===== src/rtl/tcdm_bank_adapter.sv =====
// TCDM bank terminal stage: request unpack, SRAM drive, byte-masked RMW.
// Optional stall counter enabled by TCDM_BANK_STALL_CNT_EN.
module tcdm_bank_adapter #(
  parameter int unsigned DataWidth    = 32,
  parameter int unsigned BeWidth      = DataWidth / 8,
  parameter int unsigned AddrWidth    = 10,
  parameter int unsigned ReqDataWidth =
    1 + BeWidth + AddrWidth + DataWidth
`ifdef TCDM_BANK_STALL_CNT_EN
  ,
  parameter int unsigned CntWidth     = 16
`endif
) (
  input  logic                    clk_i,
  input  logic                    rst_ni,
  input  logic                    req_i,
  output logic                    gnt_o,
  input  logic [ReqDataWidth-1:0] data_i,
  output logic [DataWidth-1:0]    rdata_o,
  output logic                    sram_req_o,
  output logic                    sram_we_o,
  output logic [AddrWidth-1:0]    sram_addr_o,
  output logic [DataWidth-1:0]    sram_wdata_o,
  input  logic [DataWidth-1:0]    sram_rdata_i
`ifdef TCDM_BANK_STALL_CNT_EN
  ,
  output logic [CntWidth-1:0]     stall_cnt_o
`endif
);

  typedef enum logic {
    IDLE,
    RMW
  } state_e;

  state_e               state_q, state_d;
  logic [AddrWidth-1:0] addr_q, addr_d;
  logic [DataWidth-1:0] wdata_q, wdata_d;
  logic [BeWidth-1:0]   be_q, be_d;

  logic                 req_wen;
  logic [BeWidth-1:0]   req_be;
  logic [AddrWidth-1:0] req_addr;
  logic [DataWidth-1:0] req_wdata;
  logic                 be_full;
  logic                 be_none;
  logic                 sram_req;
  logic [DataWidth-1:0] merged;

  assign req_wen   = data_i[ReqDataWidth-1];
  assign req_be    = data_i[ReqDataWidth-2 -: BeWidth];
  assign req_addr  = data_i[DataWidth+AddrWidth-1 -: AddrWidth];
  assign req_wdata = data_i[DataWidth-1:0];
  assign be_full   = &req_be;
  assign be_none   = ~|req_be;

  assign rdata_o   = sram_rdata_i;

  always_comb begin
    merged = sram_rdata_i;
    for (int i = 0; i < int'(BeWidth); i++) begin
      if (be_q[i]) merged[8*i +: 8] = wdata_q[8*i +: 8];
    end
  end

  always_comb begin
    state_d      = state_q;
    addr_d       = addr_q;
    wdata_d      = wdata_q;
    be_d         = be_q;
    gnt_o        = 1'b0;
    sram_req     = 1'b0;
    sram_we_o    = 1'b0;
    sram_addr_o  = req_addr;
    sram_wdata_o = req_wdata;
    unique case (state_q)
      IDLE: begin
        gnt_o = req_i;
        unique case (1'b1)
          req_i & ~req_wen: begin
            sram_req = 1'b1;
          end
          req_i & req_wen & be_full: begin
            sram_req  = 1'b1;
            sram_we_o = 1'b1;
          end
          req_i & req_wen & ~be_full & ~be_none: begin
            sram_req = 1'b1;
            addr_d   = req_addr;
            wdata_d  = req_wdata;
            be_d     = req_be;
            state_d  = RMW;
          end
          default: ;
        endcase
      end
      RMW: begin
        sram_req     = 1'b1;
        sram_we_o    = 1'b1;
        sram_addr_o  = addr_q;
        sram_wdata_o = merged;
        state_d      = IDLE;
      end
      default: state_d = IDLE;
    endcase
    // SRAM is idle whenever reset is held, even with a live request
    if (!rst_ni) sram_we_o = 1'b0;
  end

  assign sram_req_o = sram_req & rst_ni;

  always_ff @(posedge clk_i or negedge rst_ni) begin
    if (!rst_ni) begin
      state_q <= IDLE;
      addr_q  <= '0;
      wdata_q <= '0;
      be_q    <= '0;
    end else begin
      state_q <= state_d;
      addr_q  <= addr_d;
      wdata_q <= wdata_d;
      be_q    <= be_d;
    end
  end

`ifdef TCDM_BANK_STALL_CNT_EN
  logic [CntWidth-1:0] cnt_q, cnt_d;

  always_comb begin
    cnt_d = cnt_q;
    if (req_i && !gnt_o && !(&cnt_q)) begin
      cnt_d = cnt_q + 1'b1;
    end
  end

  always_ff @(posedge clk_i or negedge rst_ni) begin
    if (!rst_ni) cnt_q <= '0;
    else         cnt_q <= cnt_d;
  end

  assign stall_cnt_o = cnt_q;
`endif

endmodule


===== config.mk =====
export PLATFORM = sky130hd
export DESIGN_NAME = tcdm_bank_adapter
export DESIGN_NICKNAME = d
export VERILOG_FILES = /design/src/rtl/tcdm_bank_adapter.sv
export SDC_FILE = /design/constraint.sdc
export NUM_CORES = 1
export LEC_CHECK = 0
export BUFFER_PORTS_ARGS = -buffer_cell sky130_fd_sc_hd__buf_2
export CAP_MARGIN = 0
export CORE_MARGIN = 2
export CORE_UTILIZATION = 45
export CTS_CLUSTER_DIAMETER = 120
export DETAILED_ROUTE_END_ITERATION = 7
export PLACE_DENSITY = 0.8
export SETUP_SLACK_MARGIN = 0.5
export SKIP_CTS_REPAIR_TIMING = 1
export SYNTH_ARGS = -nofsm -noshare
export SYNTH_HDL_FRONTEND = slang
export SYNTH_SLANG_ARGS = --single-unit

===== constraint.sdc =====
create_clock -name clk_i -period 2.2 [get_ports clk_i]
set_input_delay 0.22 -clock clk_i [delete_from_list [all_inputs] [get_ports clk_i]]
set_output_delay 0.22 -clock clk_i [all_outputs]
set_load 0.02 [all_outputs]

After elaboration in Yosys (flattened, before gate mapping)
Index checks and enable logic that the tools add are counted.

Flip-flop bits (word level): 47. Logic and storage cells: 31. Input bits: 82.

Bitwise logic cells: 9. Reduce and logical (&&, ||, !) cells: 4. Muxes and demuxes: 14.

Operator list (number): two-way mux 32 bit (1); two-way mux 8 bit (4); two-way mux 10 bit (1); bitwise AND 1 bit (6); case mux 1 bit (2 select lines) (3); two-way mux 1 bit (5); AND reduction 4 bit (1); OR reduction 4 bit (1); NOT 1 bit (3); OR reduction 3 bit (1); AND reduction 2 bit (1).

Depth between registers and ports, before layout
Word-level depth: 8. Depth in mapped cells: 6. Depth with buffers taken out: 3.

Least setup slack after synthesis
Ideal clock, no wire load.

Kind: register -> register. Start point: register state_q. End point: register addr_q[2]. Required time: 2075 ps. Data arrival time: 1556 ps. Period minus slack after synthesis: 1682 ps. Library setup time: 125 ps. Cell stages (with the launch flop): 7. Slack: 518 ps. Buffers on the path: 3. Cells stage by stage: dfrtp_1 -> clkbuf_1 -> nand2b_4 -> nor4b_2 -> buf_4 -> buf_8 -> mux2_4.

Cells in the longest elaborated chain, start to end: 2.

Ends and longest elaborated chain: from (decl) (RTL line 36) `state_e state_q, state_d;`; from (signal assigned) (RTL line 119) `state_q <= state_d;`; NOT 1 bit (no line); AND reduction 2 bit (no line); to (signal assigned) (RTL line 120) `addr_q <= addr_d;`; to (decl) (RTL line 37) `logic [AddrWidth-1:0] addr_q, addr_d;`.

No other way between the ends. A chain may end at the register's enable or synchronous reset.

Worst setup path after layout
Start point: register state_q. End point: output sram_we_o.

Cells in the longest elaborated chain, start to end: 3.

Ends and longest elaborated chain: NOT 1 bit (no line); case mux 1 bit (2 select lines) (*) (RTL line 76) `unique case (state_q)`; two-way mux 1 bit (*) (RTL line 107) `if (!rst_ni) sram_we_o = 1'b0;`; to (decl) (RTL line 21) `output logic sram_we_o,`.

Mark *: on every way between the ends. The rest lies on a longest branch, timed or not.

==> results.cfg <==
[placed_design]
place_congestion = 0.779
dpl.hpwl_mm = 4.58
place_area_um2 = 3540
port_buffers = 158

[global_route]
busiest_layer = met2
gr-total-overflow = 0
grt_max_degree = 78
antenna_found_initial = 0
use_met2_pct = 29.0
grtUsageMet1_pct = 20.3
grtUsageTotal_pct = 16.4
grt_pass1_vias = 2097
grt_pass1_wl_mm = 9.64
use_met3_pct = 4.38

[critical_path]
critPathRequiredTime_ns = 1.98
cp_max_fo = 38
path_class = reg -> out
critPathLaunchType = flop
crit_path_end_kind = primary output
cp.arrival_ns = 1.47

[logic_synthesis]
syn_nets = 341
ys.flop_type = dfrtp_1
ys_warn_count = 0
synthAdderAreaFrac_pct = 0
syn_area_per_cell_um2 = 11.3
syn_inst = 259
synth_top_cell_by_area = dfrtp_1
syn_area_um2 = 2940
yosysMostFrequentCell = dfrtp_1
synthTopCellsByCount = 47 x dfrtp_1, 33 x a21oi_1, 33 x buf_4, 33 x nor2_1, 32 x mux2i_1
synth_cell_type_count = 18
yosys.area_share.simple_pct = 6.13
synth-edff-count = 0
synth-seq-cells = 47
synth_compound_gate_area_share_pct = 6.00
async_reset_ff_share_pct = 100
ys_seq_area_share_pct = 40.0
synthMuxAreaShare_pct = 36.1
yosys.area_share.xor_xnor_pct = 0
synth_top_family_by_area = multiplexers
synth_top_area_share_pct = 40.0
synth_area_leaders = dfrtp_1 40%, mux2_4 15%, mux2i_1 11%, mux2_2 10%, buf_4 8.4%

[detailed_routing]
drtAntennaViolNets = 0
route.detailed.drc = 0
vias = 2321
dr.pass1.iters = 4
wl_per_cell_um = 14.9
drt-initial-drc-count = 47
via_per_inst = 5.01
wl_mm = 6.91

[timing]
hold_viol = 0
post-route-min-period_ns = 1.69
fin_crit_sh_pct = 76.7
final-setup-viol-count = 0
max_freq_mhz = 593
rsz0062_at_grt = true
worstMarginPinSlew_ns = 0.672
worst_clock_skew_ns = 0.00635
finalSetupTns_ns = 0
relSlewSlack_pct = 54.8
slew_viol_final = 0

[hold_path]
min_path_type = in -> async

[die]
ios = 159
row_count = 29
die-area_um2 = 7190
start_util_pct = 46.3
die_w_um = 84.8
die_height_um = 84.8
core_area_um2 = 6350

[finish]
diodes = 0
fin_util_pct = 59.9
multi_input_area_um2 = 1430
fin_nets = 467
area_growth_pct = 29.5
fin_area_um2 = 3800
drive_above_1_share_pct = 62.2
regArea_um2 = 1180
nFillCells = 536

[clock_network]
cts_buffer_depth = 2
clock_sinks = 47
clock_latency_ns = 0.29
clk_pin_slew_ns = 0.08
cts_root_buf = clkbuf_8
cts_tree = yes
numCtsBuffers = 5
cts_htree_levels = 2

[power]
pwr_density_cell_nw_per_um2 = 691
p_leak_nw = 1.96
irDropWorstVdd_v = 0.000374

[run]
drv_cap = 0

[outcome]
status = finished clean
==> stage by stage <==
step                std cells  hold slack, ns  setup WS (ns)  total power, mW
CTS                       456           0.102          0.438             2.60
floorplan                 259         -0.0756          0.518             1.85
global route              463           0.133          0.441             2.78
finish                    463          0.0992          0.513             2.63
detailed placement        448           0.421          0.379             2.10
global placement          448           0.406          0.415             2.07
==> final timing paths <==
check / cells past startpoint / start / end / slack, ns
max: 5 / state_q$_DFF_PN0_ / sram_we_o / 0.51
min: 2 / rst_ni / addr_q[9]$_DFFE_PN0P_ / 0.1
max reg2reg: 5 / state_q$_DFF_PN0_ / wdata_q[29]$_DFFE_PN0P_ / 0.55
min reg2reg: 1 / wdata_q[30]$_DFFE_PN0P_ / wdata_q[30]$_DFFE_PN0P_ / 0.51
max in group asynchronous: 2 / rst_ni / be_q[1]$_DFFE_PN0P_ / 1.68
min in group clk_i: 2 / data_i[40] / addr_q[8]$_DFFE_PN0P_ / 0.16
==> area by class of cell <==
cell class | instances | area share, %
multi-input combinational | 162 | 37.7
sequential | 47 | 31.1
timing repair buffer | 169 | 26.6
tap | 77 | 2.53
clock buffer | 7 | 2.01
clock inverter | 1 | 0.132
==> power breakdown <==
group	total [mW]	switching (mW)	internal, mW
clock	0.496	0.273	0.223
combinational	0.939	0.420	0.519
sequential	1.19	0.154	1.04
==> cell families (layout without fill, tap and decap cells) <==
family                 Yosys count  in the layout
multiplexers                    88             88
buffers and inverters           50            177
flip-flops                      47             47
AND/OR/NAND/NOR                 39             39
AO/OA/AOI/OAI                   35             35
==> worst max-delay path: stages, from the launching register on <==
cell	delay, ns
dfrtp_2	0.42
buf_4	0.16
clkbuf_16	0.21
a31oi_1	0.16
nor2b_1	0.06
buf_2	0.15
==> layer usage <==
layer | wire [µm] | vias up
li1 | - | 1124
met1 | 2980 | 1103
met2 | 3500 | 89
met3 | 392 | 5
met4 | 42 | 0
met5 | 0 | -
==> state kept, by name (all words and copies together) (netlist names) <==
name and count:
addr_q 10, be_q 4, state_q 1, wdata_q 32
==> cell usage in the layout (no fill, tap or decap), drive strengths merged <==
cell type / Yosys / final
buf: 41 / 165
mux2: 56 / 56
dfrtp: 47 / 47
nor2: 33 / 33
a21oi: 33 / 33
mux2i: 32 / 32
clkbuf: 9 / 11
nor2b: 2 / 2
and4: 1 / 1
nand2b: 1 / 1
nor4: 1 / 1
o21ai: 1 / 1
nor4b: 1 / 1
a31oi: 1 / 1
clkinv: 0 / 1
Note: power is estimated with default switching activity, not from simulation.
